**src/rtl/uart_pkg.sv**
```systemverilog
// Shared UART definitions: parity selection, transmitter FSM states and the
// baud divisor helper (also used by the receiver).
package uart_pkg;

   typedef enum logic [1:0] {
      PAR_NONE = 2'd0,
      PAR_ODD  = 2'd1,
      PAR_EVEN = 2'd2
   } parity_e;

   typedef enum logic [2:0] {
      S_IDLE,
      S_START,
      S_DATA,
      S_PARITY,
      S_STOP
   } tx_state_e;

   // Clocks per bit, rounded to the nearest integer.
   function automatic int baud_div(input int clk_hz, input int baud);
      return (clk_hz + baud / 2) / baud;
   endfunction

endpackage

```
**src/rtl/uart_sync_fifo.sv**
```systemverilog
// Single-clock FIFO with extra-bit pointers and registered full/empty flags.
// Read data is the current head word (fall-through), so a pop consumes the
// word that is visible on rd_data_o in the same cycle.
module uart_sync_fifo #(
   parameter int WIDTH = 8,
   parameter int DEPTH = 16
) (
   input  logic                     clk,
   input  logic                     resetn,
   input  logic                     wr_en_i,
   input  logic [WIDTH-1:0]         wr_data_i,
   input  logic                     rd_en_i,
   output logic [WIDTH-1:0]         rd_data_o,
   output logic                     full_o,
   output logic                     empty_o,
   output logic [$clog2(DEPTH):0]   level_o
);

   localparam int AW = $clog2(DEPTH);
   localparam logic [AW:0] FULL_LVL = (AW + 1)'(DEPTH);

   logic [WIDTH-1:0] mem_q [DEPTH];
   logic [AW:0]      wr_ptr_q, wr_ptr_d;
   logic [AW:0]      rd_ptr_q, rd_ptr_d;
   logic [AW:0]      used_d;
   logic             full_q, full_d;
   logic             empty_q, empty_d;
   logic             push, pop;

   // A full FIFO refuses writes even when a read frees a slot this cycle.
   assign push = wr_en_i && !full_q;
   assign pop  = rd_en_i && !empty_q;

   // Next pointers and the flags they imply.
   always_comb begin
      wr_ptr_d = wr_ptr_q + {{AW{1'b0}}, push};
      rd_ptr_d = rd_ptr_q + {{AW{1'b0}}, pop};
      used_d   = wr_ptr_d - rd_ptr_d;
      full_d   = (used_d == FULL_LVL);
      empty_d  = (used_d == '0);
   end

   // Pointer and flag registers.
   always_ff @(posedge clk or negedge resetn) begin
      if (!resetn) begin
         wr_ptr_q <= '0;
         rd_ptr_q <= '0;
         full_q   <= 1'b0;
         empty_q  <= 1'b1;
      end else begin
         wr_ptr_q <= wr_ptr_d;
         rd_ptr_q <= rd_ptr_d;
         full_q   <= full_d;
         empty_q  <= empty_d;
      end
   end

   // Storage array; contents need no reset since the pointers gate access.
   always_ff @(posedge clk) begin
      if (push) begin
         mem_q[wr_ptr_q[AW-1:0]] <= wr_data_i;
      end
   end

   assign rd_data_o = mem_q[rd_ptr_q[AW-1:0]];
   assign full_o    = full_q;
   assign empty_o   = empty_q;
   assign level_o   = wr_ptr_q - rd_ptr_q;

endmodule

```
**src/rtl/uart_tx_param.sv**
```systemverilog
// Buffered, parametrised UART transmitter. Words queue in a FIFO and are sent
// back-to-back; the line register lags the FSM by one clock so every bit,
// including the first start bit, is exactly BAUD_DIV clocks wide on the pin.
module uart_tx_param
   import uart_pkg::*;
#(
   parameter int CLK_HZ     = 27000000,
   parameter int BAUD       = 115200,
   parameter int DATA_BITS  = 8,
   parameter int PARITY     = 0,
   parameter int STOP_BITS  = 1,
   parameter int FIFO_DEPTH = 16
) (
   input  logic                          clk,
   input  logic                          resetn,
   input  logic [DATA_BITS-1:0]          s_data,
   input  logic                          s_valid,
   output logic                          s_ready,
   input  logic                          tx_enable,
   output logic                          uart_tx,
   output logic                          busy,
   output logic                          tx_done,
   output logic [$clog2(FIFO_DEPTH):0]   fifo_level
);

   localparam int             BAUD_DIV  = baud_div(CLK_HZ, BAUD);
   localparam int             BCW       = $clog2(BAUD_DIV);
   localparam logic [BCW-1:0] BAUD_LAST = BCW'(BAUD_DIV - 1);
   localparam logic [3:0]     DATA_LAST = 4'(DATA_BITS - 1);
   localparam logic [3:0]     STOP_LAST = 4'(STOP_BITS - 1);
   localparam bit             HAS_PAR   = (PARITY != int'(PAR_NONE));
   localparam bit             EVEN_PAR  = (PARITY == int'(PAR_EVEN));

   if (BAUD_DIV < 4) begin : g_chk_baud
      $error("uart_tx_param: BAUD_DIV must be at least 4");
   end
   if (DATA_BITS < 5 || DATA_BITS > 9) begin : g_chk_data
      $error("uart_tx_param: DATA_BITS must be 5..9");
   end
   if (PARITY < 0 || PARITY > 2) begin : g_chk_par
      $error("uart_tx_param: PARITY must be 0, 1 or 2");
   end
   if (STOP_BITS < 1 || STOP_BITS > 2) begin : g_chk_stop
      $error("uart_tx_param: STOP_BITS must be 1 or 2");
   end
   if (FIFO_DEPTH < 2 || (FIFO_DEPTH & (FIFO_DEPTH - 1)) != 0) begin : g_chk_depth
      $error("uart_tx_param: FIFO_DEPTH must be a power of two, at least 2");
   end

   tx_state_e            state_q, state_d;
   logic [BCW-1:0]       baud_cnt_q, baud_cnt_d;
   logic [3:0]           bit_cnt_q, bit_cnt_d;
   logic [DATA_BITS-1:0] shift_q, shift_d;
   logic                 parity_q, parity_d;
   logic                 uart_tx_q;
   logic                 stop_end_q;
   logic                 tx_done_q;

   logic                 baud_end;
   logic                 can_start;
   logic                 load;
   logic                 frame_end;
   logic                 line_d;
   logic [DATA_BITS-1:0] fifo_rd_data;
   logic                 fifo_full;
   logic                 fifo_empty;

   uart_sync_fifo #(
      .WIDTH (DATA_BITS),
      .DEPTH (FIFO_DEPTH)
   ) u_fifo (
      .clk       (clk),
      .resetn    (resetn),
      .wr_en_i   (s_valid),
      .wr_data_i (s_data),
      .rd_en_i   (load),
      .rd_data_o (fifo_rd_data),
      .full_o    (fifo_full),
      .empty_o   (fifo_empty),
      .level_o   (fifo_level)
   );

   assign baud_end  = (baud_cnt_q == BAUD_LAST);
   assign can_start = !fifo_empty && tx_enable;

   // Next-state, bit timing, shift/parity loading and the line value.
   always_comb begin
      state_d    = state_q;
      baud_cnt_d = baud_end ? '0 : baud_cnt_q + BCW'(1);
      bit_cnt_d  = bit_cnt_q;
      shift_d    = shift_q;
      parity_d   = parity_q;
      load       = 1'b0;
      frame_end  = 1'b0;
      line_d     = 1'b1;
      case (state_q)
         S_IDLE: begin
            baud_cnt_d = '0;
            load       = can_start;
         end
         S_START: begin
            line_d = 1'b0;
            if (baud_end) begin
               state_d   = S_DATA;
               bit_cnt_d = '0;
            end
         end
         S_DATA: begin
            line_d = shift_q[0];
            if (baud_end) begin
               shift_d = shift_q >> 1;
               if (bit_cnt_q == DATA_LAST) begin
                  bit_cnt_d = '0;
                  state_d   = HAS_PAR ? S_PARITY : S_STOP;
               end else begin
                  bit_cnt_d = bit_cnt_q + 4'd1;
               end
            end
         end
         S_PARITY: begin
            line_d = parity_q;
            if (baud_end) begin
               state_d   = S_STOP;
               bit_cnt_d = '0;
            end
         end
         S_STOP: begin
            if (baud_end) begin
               if (bit_cnt_q == STOP_LAST) begin
                  frame_end = 1'b1;
                  state_d   = S_IDLE;
                  load      = can_start;
               end else begin
                  bit_cnt_d = bit_cnt_q + 4'd1;
               end
            end
         end
         default: state_d = S_IDLE;
      endcase
      // Popping the head word starts a new frame, from IDLE or straight
      // out of the last stop bit.
      if (load) begin
         state_d    = S_START;
         baud_cnt_d = '0;
         bit_cnt_d  = '0;
         shift_d    = fifo_rd_data;
         parity_d   = EVEN_PAR ? ^fifo_rd_data : ~^fifo_rd_data;
      end
   end

   // State, counters, line register and the end-of-frame pulse pipeline.
   always_ff @(posedge clk or negedge resetn) begin
      if (!resetn) begin
         state_q    <= S_IDLE;
         baud_cnt_q <= '0;
         bit_cnt_q  <= '0;
         shift_q    <= '0;
         parity_q   <= 1'b0;
         uart_tx_q  <= 1'b1;
         stop_end_q <= 1'b0;
         tx_done_q  <= 1'b0;
      end else begin
         state_q    <= state_d;
         baud_cnt_q <= baud_cnt_d;
         bit_cnt_q  <= bit_cnt_d;
         shift_q    <= shift_d;
         parity_q   <= parity_d;
         uart_tx_q  <= line_d;
         stop_end_q <= frame_end;
         tx_done_q  <= stop_end_q;
      end
   end

   assign uart_tx = uart_tx_q;
   assign tx_done = tx_done_q;
   assign s_ready = !fifo_full;
   // The last stop bit is still on the pin for one clock after the FSM leaves it.
   assign busy    = (state_q != S_IDLE) || !fifo_empty || stop_end_q;

endmodule

```
**config.mk**
```make
export PLATFORM = sky130hd
export DESIGN_NAME = uart_tx_param
export DESIGN_NICKNAME = d
export VERILOG_FILES = /design/src/rtl/uart_pkg.sv /design/src/rtl/uart_sync_fifo.sv /design/src/rtl/uart_tx_param.sv
export SDC_FILE = /design/constraint.sdc
export NUM_CORES = 1
export LEC_CHECK = 0
export BUFFER_PORTS_ARGS = -buffer_cell sky130_fd_sc_hd__buf_2
export CAP_MARGIN = 20
export CORE_MARGIN = 1.5
export CORE_UTILIZATION = 58
export CTS_BUF_LIST = sky130_fd_sc_hd__clkbuf_8
export CTS_CLUSTER_DIAMETER = 60
export CTS_CLUSTER_SIZE = 20
export DETAILED_ROUTE_END_ITERATION = 10
export GPL_TIMING_DRIVEN = 0
export PLACE_DENSITY = 0.8
export SLEW_MARGIN = 15
export SYNTH_ARGS = -nofsm -noshare
export SYNTH_HDL_FRONTEND = slang
export SYNTH_SLANG_ARGS = --single-unit
```
**constraint.sdc**
```tcl
create_clock -name clk -period 4.9 [get_ports clk]
set_input_delay 0.49 -clock clk [delete_from_list [all_inputs] [get_ports clk]]
set_output_delay 0.49 -clock clk [all_outputs]
set_load 0.01 [all_outputs]
```
==> run metrics, run 1 <==
count leader, synth edfxtp_1; die area 13000 um2; Crit path top cell by count ha_1; Worst-path clk slew 0.09 ns; DP Area 7470 um2; Fin Clk Skew 0.00890 ns; predominant post-synthesis flop cell edfxtp_1; area grow syn2layout 10.5%; Synth Register Bits 167; Max-cap violations 0; Yosys cell types 51; # H-tree levels 4; leading post-synthesis cells by cell area edfxtp_1 (54%), dfrtp_1 (13%), mux4_2 (9.8%); Critical-path top delay cell nor4_1; vias per cell 6.02; Mapped Area 7130 um2; global-route wire length before repair 21100 um; flop2flop setup slack 0.73 ns; global route overflow 0; core area 12000 um2; layout cells sized above 1 21.6%; Resized cells post-CTS 0; fin. max-slew vios 0; reg2reg start bit_cnt_q[0]; Yosys Warn Count 0; Synth top area share 53.9%; Hold Path Class in2async; Detailed Place HPWL 9100 um; Worst-Skew Late Latency 0.46 ns; Detailed Route Iter0 Violations 297; die height 114 um; number of flops mapped to enable cells by yosys 128; Final Hold Viols 0; Fin Setup TNS 0 ns; Yosys top cell by area edfxtp_1; Reg2Reg Depth 16; setup ws final 0.731 ns; largest net degree at the start of global routing 40; pwr dens 620 nW/um2; # clock sinks 167; CP top delay family simple AND/OR/NAND/NOR gates; FF-to-FF End u_fifo.empty_o; Setup violations, final 0; IO buf count 20; Rel. slew slack 29.1%; DRC violations left 0; CTS tree built; die width 114 um; setup slack after placement 0.780 ns; Final min period 4.17 ns; post-route ant nets 0; maximum net fanout on the critical path 10; CP startpoint bit_cnt_q[0]; First-pass DRT Iterations 5; Buf+Inv Stages, Crit Path 3; num rows 40; syn_area_per_cell 16.4 um2; Root Buffer clkbuf_8; Worst-Margin Slew 1.06 ns; post-route cell area 7880 um2; Req. time, crit path 5.29 ns; Seq/Total Area, Yosys 67.6%; crit-path cells inv_1 -> ha_1 -> or3b_1 -> nor4_1 -> o21a_1 -> buf_1 -> ha_1 -> ha_1 -> inv_1 -> ha_1 -> a21o_1 -> nand2_1 -> nand2b_1 -> a21oi_1 -> xnor3_1 -> nor2b_1; Net Count, Synth 464; GRT Util Overall 23.1%; # IOs 21; Commonest cells post-synth edfxtp_1 (128), dfrtp_1 (37), mux4_2 (31); nets 507; status completed; Max clock buf depth 2; Synth Instances 435; Diodes inserted 0; CP Class reg2reg; Critical Path Max Stage Delay 0.66 ns; ys async rst share 23.4%; Crit. End Element flip-flop; Post-CTS Hold Fix Bufs 0; vias in the first global route 3945; Max Clk Rate 240 MHz; Initial Utilization 59.4%; hold_ws 0.128 ns; buffer count from post-CTS setup fixing 0; Total Wirelength 13500 um; initial antenna violation count 0; CP arrival 4.56 ns; Leak 2.87 nW; Final GP Congestion 0.784; wire length per cell 21.2 um; worst IR drop on VDD 294 uV; RSZ-0062 raised after global routing no; vias 3841; CTS buffer count 17; fin crit share 85.1%; type of origin of the critical path flip-flop
## routing by layer
metal	routed length (um)	global-route usage [%]	vias up	share of wire (%)
met4	370	10.7	0	2.7
li1	-	-	1752	-
met2	6770	37.4	117	50
met5	0	0	-	0
met1	5650	29.9	1945	42
met3	763	5.63	27	5.6
## worst max path at each step
| stage | end | depth (start not counted) | slack, ns |
|---|---|---|---|
| 5_1_grt | u_fifo.empty_o | 16 | 0.45 |
| 4_1_cts | u_fifo.empty_o | 16 | 0.74 |
| 3_3_place_gp | u_fifo.empty_o | 16 | 0.84 |
| 2_1_floorplan | u_fifo.empty_o | 16 | 1.39 |
| 3_5_place_dp | u_fifo.empty_o | 16 | 0.78 |
| 6_report | u_fifo.empty_o | 16 | 0.73 |
## where the power goes
group / switching (W) / internal (W) / total (W)
logic: 0.00104 / 0.000939 / 0.00198
clock network: 0.000497 / 0.000505 / 0.00100
registers: 0.000144 / 0.00176 / 0.00191
total: 0.00168 / 0.00321 / 0.00489
## worst reg2reg max path, delay by kind of cell (launching register included)
| family | cells | cell delay (ns) |
|---|---|---|
| flip-flops | 1 | 0.40 |
| XOR/XNOR | 1 | 0.25 |
| adder cells (fa/ha/maj) | 4 | 0.90 |
| AO/OA/AOI/OAI | 3 | 0.67 |
| buffers and inverters | 3 | 0.53 |
| AND/OR/NAND/NOR | 5 | 1.35 |
## cells in the final DEF, fill, tap and decap left out, types with 3 or more instances in the layout
cell type and instances:
a21o_1 7, a21oi_1 8, a22oi_1 8, buf_2 24, buf_4 4, bufinv_16 3, clkbuf_1 3, clkbuf_8 18
clkinvlp_4 3, dfrtp_1 37, edfxtp_1 128, ha_1 16, inv_1 20, mux2i_1 10, mux4_2 31, nand2_1 26
nand2b_1 6, nand3_1 10, nand3b_1 3, nor2_1 30, nor2b_1 7, nor3_2 4, o21ai_0 4, o21ai_1 11
xnor2_1 12, xor2_1 6
## through the flow
stage / total power, W / instances / utilization, %
final: 0.00489 / 638 / 65.6
after global routing: 0.00517 / 638 / 65.6
after CTS: 0.00492 / 638 / 65.6
after detailed placement: 0.00391 / 606 / 62.2
after global placement: 0.00382 / 602 / 61.8
after floorplan: 0.00339 / 435 / -
## state kept, by name, summed over array words and instances (netlist names)
name / count
u_fifo.rd_ptr_q: 5
bit_cnt_q: 4
tx_done: 1
state_q: 3
u_fifo.full_o: 1
uart_tx: 1
parity_q: 1
shift_q: 8
u_fifo.mem_q: 128
u_fifo.empty_o: 1
stop_end_q: 1
baud_cnt_q: 8
u_fifo.wr_ptr_q: 5
## final cells by class
type / count / area, um2
well taps: 147 / 184
multi-input cells: 234 / 2160
plain buffers: 13 / 95.1
clock inverters: 15 / 178
repair buffers: 24 / 130
clock buffers: 17 / 234
fillers: 823 / 4130
flip-flops and latches: 167 / 4820
inverters: 21 / 78.8
## cells by family (layout without fill, tap and decap cells)
| family | after synthesis | in the layout | synth area share, % |
|---|---|---|---|
| muxes | 44 | 44 | 12.1 |
| buffers and inverters | 34 | 90 | 2.44 |
| DFF | 167 | 167 | 67.6 |
| xor gates and xnor gates | 22 | 22 | 3.30 |
| adders and majority gates | 17 | 17 | 3.09 |
| AOI/OAI and AO/OA | 50 | 50 | 4.67 |
| and+or+nand+nor | 101 | 101 | 6.82 |
No activity file was read; power rests on OpenSTA's default activity.
==> run 2, diff against run 1 <==
--- a/config.mk
+++ b/config.mk
@@ -5,6 +5,7 @@
 export SDC_FILE = /design/constraint.sdc
 export NUM_CORES = 1
 export LEC_CHECK = 0
+export ABC_AREA = 1
 export BUFFER_PORTS_ARGS = -buffer_cell sky130_fd_sc_hd__buf_2
 export CAP_MARGIN = 20
 export CORE_MARGIN = 1.5
==> run 2 against run 1 <==
  * Worst hold slack got worse by 0.00098 ns
  * Non-clock buffer count rose by 10
  * Via count rose by 47%
  * Power rose by 13%
  * Combinational power rose by 32%
  * Setup slack improved by 0.83 ns
  * First-iteration DRC count rose by 150%
  * Fmax rose by 25%
  * Largest power group unchanged
==> run metrics, run 2 <==
status completed; Synth Area in Adders 2.86%; Final Util 65.9%; CTS buffer count 17; num rows 41; Hold Path Class in2async; type of origin of the critical path flip-flop; wire length per cell 18.0 um; Worst-Skew Late Latency 0.46 ns; RSZ-0062 raised after global routing no; Post-CTS Hold Fix Bufs 0; crit-path cells inv_1 -> ha_1 -> nand3_1 -> nor3_1 -> nand3_1 -> nand2_1 -> buf_2 -> ha_1 -> ha_1 -> xor2_1 -> inv_1 -> ha_1 -> inv_1 -> o21bai_1 -> a21oi_1 -> xor2_1 -> inv_1 -> nor2_1; fin. max-slew vios 0; core area 12800 um2; vias 5662; Detailed Route Iter0 Violations 733; Yosys Warn Count 0; layout cells sized above 1 10.3%; Mapped Area 7710 um2; number of flops mapped to enable cells by yosys 128; grt peak-use layer met2; Rel. slew slack 31.6%; max reg flops 128; syn_area_per_cell 9.80 um2; DRC violations left 0; area grow syn2layout 9.20%; leading post-synthesis cells by cell area edfxtp_1 (50%), dfrtp_1 (12%), nand2_1 (12%); Synth Register Bits 167; worst IR drop on VDD 314 uV; Crit. End Element flip-flop; Synth top area share 49.8%; Fin Clk Skew 0.00941 ns; largest family of logic cells by synthesized area simple AND/OR/NAND/NOR gates; # clock sinks 167; IO buf count 20; Buf+Inv Stages, Crit Path 5; Setup violations, final 0; Seq/Total Area, Yosys 62.5%; Initial Utilization 60.4%; commonest non-fill, non-tap cell in the layout nand2_1; GR met2 Demand/Resource 45.6%; post-synthesis compound-gate area fraction 4.01%; multi-input logic area 2320 um2; CP top delay family adder cells; Critical-path top delay cell dfrtp_1; global route overflow 0; Fin Setup TNS 0 ns; Post-Synth Simple-Gate Area 21.0%; Critical Path Max Stage Delay 0.41 ns; maximum net fanout on the critical path 10; filler cell count 991; ys async rst share 23.4%; Max clock buf depth 2; xor-xnor portion of the synthesized cell area 2.27%; vias in the first global route 5569; Max-cap violations 0; die area 14000 um2; global-route wire length before repair 28900 um; Detailed Place HPWL 12200 um; Net Count, Synth 816; Root Buffer clkbuf_8; First-pass DRT Iterations 6; most frequent cells in the layout nand2_1 (237), edfxtp_1 (128), inv_1 (99), nand3_1 (88), nor2_1 (54); multiplexer area fraction after synthesis 0%; Final Hold Viols 0; post-route ant nets 0; Commonest cells post-synth nand2_1 (237), edfxtp_1 (128), inv_1 (99); pwr dens 653 nW/um2; CP arrival 3.74 ns; Leak 3.73 nW; # H-tree levels 4; nets 855; vias per cell 5.60; Final min period 3.34 ns; Yosys top cell by area edfxtp_1; die height 118 um; register area 4820 um2; CTS tree built; Resized cells post-CTS 0; Total Wirelength 18200 um; die width 118 um; buffer count from post-CTS setup fixing 0; Req. time, crit path 5.30 ns; count leader, synth nand2_1; Diodes inserted 0; largest net degree at the start of global routing 40; fin crit share 68.2%; GRT Util Overall 27.7%; grt met1 use 33.9%; GR Layer Usage met3 7.38%; Yosys cell types 32; # IOs 21; CP Class reg2reg; Final GP Congestion 0.905; Worst-Margin Slew 1.02 ns; Synth Instances 787; predominant post-synthesis flop cell edfxtp_1; Max Clk Rate 299 MHz; Worst-path clk slew 0.08 ns; initial antenna violation count 0
==> run 2: cell types whose count changed in the layout (fill, tap and decap cells not counted), moves of 7 or more <==
cell | before | now
a21o_1 | 7 | 0
nor2_1 | 30 | 54
nand2_1 | 26 | 237
nand3_1 | 10 | 88
o21ai_0 | 4 | 11
mux2i_1 | 10 | 0
buf_2 | 24 | 38
mux4_2 | 31 | 0
inv_1 | 20 | 99
a22oi_1 | 8 | 0
a21oi_1 | 8 | 25
nor2b_1 | 7 | 0
==> run 2: worst register-to-register path, cell delays in order, from the launching register on <==
cell      delay [ns]
dfrtp_1         0.41
inv_1           0.11
ha_1            0.16
nand3_1         0.16
nor3_1          0.17
nand3_1         0.10
nand2_1         0.18
buf_2           0.30
ha_1            0.23
ha_1            0.19
xor2_1          0.19
inv_1           0.07
ha_1            0.31
inv_1           0.05
o21bai_1        0.21
a21oi_1         0.12
xor2_1          0.21
inv_1           0.06
nor2_1          0.08
==> run 2: logic make-up (layout without fill, tap and decap cells) <==
kind of cell,count (synthesis),in the layout
AOI/OAI and AO/OA,56,56
DFF,167,167
xor gates and xnor gates,20,20
adders and majority gates,17,17
buffers and inverters,135,187
and+or+nand+nor,392,392
==> run 2: routing by layer <==
layer / part of all wire, % / vias to the layer above / wire length (um)
met5: 0 / - / 0
met4: 3.1 / 0 / 573
met3: 9.4 / 54 / 1710
met2: 49 / 277 / 8850
met1: 39 / 2690 / 7070
li1: - / 2641 / -
==> run 2: worst paths after layout <==
kind | slack [ns] | endpoint | startpoint | depth (start not counted)
min reg2reg | 0.39 | tx_done | stop_end_q | 0
max reg2reg | 1.56 | u_fifo.full_o | bit_cnt_q[0] | 18
min | 0.13 | tx_done | resetn | 1
min in group clk | 0.39 | tx_done | stop_end_q | 0
max in group asynchronous | 4.23 | u_fifo.rd_ptr_q[2] | resetn | 1
max | 1.56 | u_fifo.full_o | bit_cnt_q[0] | 18
==> run 2: cell type report <==
type / instances / area share [%]
flip-flops and latches: 167 / 57.3
multi-input cells: 485 / 27.6
inverters: 108 / 4.81
clock buffers: 17 / 2.78
well taps: 172 / 2.56
plain buffers: 27 / 1.92
clock inverters: 15 / 1.90
repair buffers: 20 / 1.19
==> run 2: report_power, final <==
group          leakage (nW)  switching, W  internal, W
Combinational          1.90       0.00176     0.000846
Sequential             1.63      0.000130      0.00177
Clock                 0.200      0.000494     0.000496
Total                  3.73       0.00239      0.00311
==> run 2: metrics by stage <==
| stage | area [um2] | total power (W) | std cells | hold WS, ns | setup WS (ns) |
|---|---|---|---|---|---|
| 4_1_cts | 8420 | 0.00546 | 1011 | 0.150 | 1.58 |
| 2_1_floorplan | 7710 | 0.00371 | 787 | 0.194 | 2.11 |
| 5_1_grt | 8420 | 0.00586 | 1011 | 0.207 | 1.26 |
| 3_3_place_gp | 8030 | 0.00434 | 979 | 0.354 | 1.74 |
| 3_5_place_dp | 8030 | 0.00447 | 979 | 0.362 | 1.61 |
| 6_report | 8420 | 0.00550 | 1011 | 0.127 | 1.56 |
==> run 3, diff against run 2 <==
--- a/config.mk
+++ b/config.mk
@@ -5,7 +5,7 @@
 export SDC_FILE = /design/constraint.sdc
 export NUM_CORES = 1
 export LEC_CHECK = 0
-export ABC_AREA = 1
+export ABC_AREA = 0
 export BUFFER_PORTS_ARGS = -buffer_cell sky130_fd_sc_hd__buf_2
 export CAP_MARGIN = 20
 export CORE_MARGIN = 1.5
@@ -15,7 +15,7 @@
 export CTS_CLUSTER_SIZE = 20
 export DETAILED_ROUTE_END_ITERATION = 10
 export GPL_TIMING_DRIVEN = 0
-export PLACE_DENSITY = 0.8
+export PLACE_DENSITY = 0.83
 export SLEW_MARGIN = 15
 export SYNTH_ARGS = -nofsm -noshare
 export SYNTH_HDL_FRONTEND = slang
==> constraint.sdc (replaced) <==
create_clock -name clk -period 3 [get_ports clk]
set_input_delay 0.3 -clock clk [delete_from_list [all_inputs] [get_ports clk]]
set_output_delay 0.3 -clock clk [all_outputs]
set_load 0.01 [all_outputs]
==> run 3 against run 2 <==
  * Clock skew is 0.0061 ns higher
  * First-iteration DRC count is 45% lower
  * Utilization is 0.91 points higher
  * Final cell count is 36% lower
  * Power is 49% higher
  * Register-to-register slack worse by 1.5 ns
  * Sequential share of layout area is 2.8 points higher
  * Non-clock buffer count is 3 lower
  * Wire length is 26% lower
  * Die area is 7.3% lower
  * Cell area is 4.7% lower
  * Clock power is 54% higher
==> run metrics, run 3 (synthesis gave the netlist of run 1 again) <==
status completed; post-route ant nets 0; fin crit share 99.1%; die area 13000 um2; Final Util 66.8%; largest net degree at the start of global routing 40; fin. max-slew vios 0; global-route wire length before repair 21500 um; worst IR drop on VDD 742 uV; Detailed Place HPWL 8880 um; wire length per cell 21.0 um; type of origin of the critical path flip-flop; CP arrival 3.35 ns; Placed Cells 605; Critical Path Max Stage Delay 0.40 ns; nets 514; Critical-path top delay cell or3b_4; max reg flops 128; area grow syn2layout 12.6%; GRT Util Overall 23.1%; First-pass DRT Iterations 4; Crit path top cell by count ha_4; Crit. End Element flip-flop; Max Used Layer met4; Leak 2.93 nW; # clock sinks 167; Fin Clk Skew 0.0155 ns; Final Hold Viols 0; DRT met1 WL 5610 um; maximum net fanout on the critical path 3; Final GP Congestion 0.859; Final min period 2.97 ns; wire length on met3 842 um; num rows 40; DR WL met2 6850 um; Max Clk Rate 336 MHz; die height 114 um; Hold Path Class in2reg; die width 114 um; # H-tree levels 4; Max-cap violations 0; DRC violations left 0; crit-path cells inv_2 -> ha_2 -> or3b_4 -> nor4_4 -> o21a_2 -> ha_4 -> ha_4 -> inv_4 -> ha_4 -> a21o_1 -> nand2_1 -> nand2b_1 -> a21oi_2 -> xnor3_1 -> nor2b_4; initial antenna violation count 0; Total Wirelength 13500 um; vias 3935; Rel. slew slack 28.6%; Initial Utilization 59.4%; IO buf count 20; pwr dens 1020 nW/um2; Root Buffer clkbuf_8; global route overflow 0; vias per cell 6.11; most frequent cells in the layout edfxtp_1 (128), dfrtp_1 (36), mux4_2 (31), nor2_1 (30), nand2_1 (26); filler cell count 767; layout cells sized above 1 25.2%; Worst-path clk slew 0.09 ns; Buf+Inv Stages, Crit Path 2; RSZ-0062 raised after global routing yes; Worst-Skew Late Latency 0.46 ns; core area 12000 um2; Setup violations, final 0; flop2flop setup slack 0.03 ns; Max clock buf depth 2; Diodes inserted 0; Req. time, crit path 3.38 ns; CTS buffer count 17; CP top delay family simple AND/OR/NAND/NOR gates; Worst-Margin Slew 1.07 ns; Cell Count, Final, Fillers Out 644; hold_ws 0.211 ns; vias in the first global route 3917; # IOs 21; Detailed Route Iter0 Violations 403; commonest non-fill, non-tap cell in the layout edfxtp_1; CTS tree built; CP Class reg2reg
run 3: changes by cell type in the layout (fill, tap and decap cells not counted), moves of 10 or more:
cell     change
a21oi_1     -18
buf_2       -17
buf_4       +13
inv_1       -76
mux2i_1     +10
mux4_2      +31
nand2_1    -211
nand3_1     -79
nor2_1      -24
run 3: worst paths after layout:
check | startpoint | to | cells past startpoint
worst min-delay path | s_data[1] | u_fifo.mem_q[6][1] | 1
worst min register to register | stop_end_q | tx_done | 0
worst max-delay path | bit_cnt_q[0] | u_fifo.empty_o | 15
worst max register to register | bit_cnt_q[0] | u_fifo.empty_o | 15
max in group asynchronous | resetn | u_fifo.rd_ptr_q[1] | 2
min in group asynchronous | resetn | u_fifo.rd_ptr_q[2] | 2
run 3: final cells by class:
cell class	instances	area (um2)	share of cell area [%]
plain buffers	11	91.3	1.14
well taps	147	184	2.29
flip-flops and latches	167	4820	60.1
repair buffers	33	200	2.49
clock inverters	14	138	1.71
clock buffers	17	234	2.91
inverters	21	81.3	1.01
multi-input cells	234	2280	28.4
run 3: what timing repair did:
action | in CTS | in global routing
hold buffers | 1 | 0
gates resized for setup | 14 | 7
setup buffers | 9 | 0
endpoints found under the setup margin | 3 | 3
endpoints found under the hold margin | 37 | 0
pin swaps | 8 | 10
run 3: through the flow:
step	total power, W	area [um2]	TNS [ns]	worst slack, ns
3_3_place_gp	0.00628	7460	-0.444	-0.255
3_5_place_dp	0.00642	7500	-0.572	-0.328
4_1_cts	0.00816	8020	-0.198	-0.105
2_1_floorplan	0.00556	7170	0	0.000676
6_report	0.00820	8030	0	0.0272
5_1_grt	0.00866	8030	-0.258	-0.130
run 3: power by group:
part	internal (W)	total [W]	switching, W
logic	0.00174	0.00356	0.00183
registers	0.00288	0.00312	0.000237
clock network	0.000729	0.00152	0.000791
run 3: routing by layer:
metal	vias up	global-route usage, %
met4	0	8.17
li1	1769	-
met3	19	6.59
met1	1990	30.5
met5	-	0
met2	157	37.5
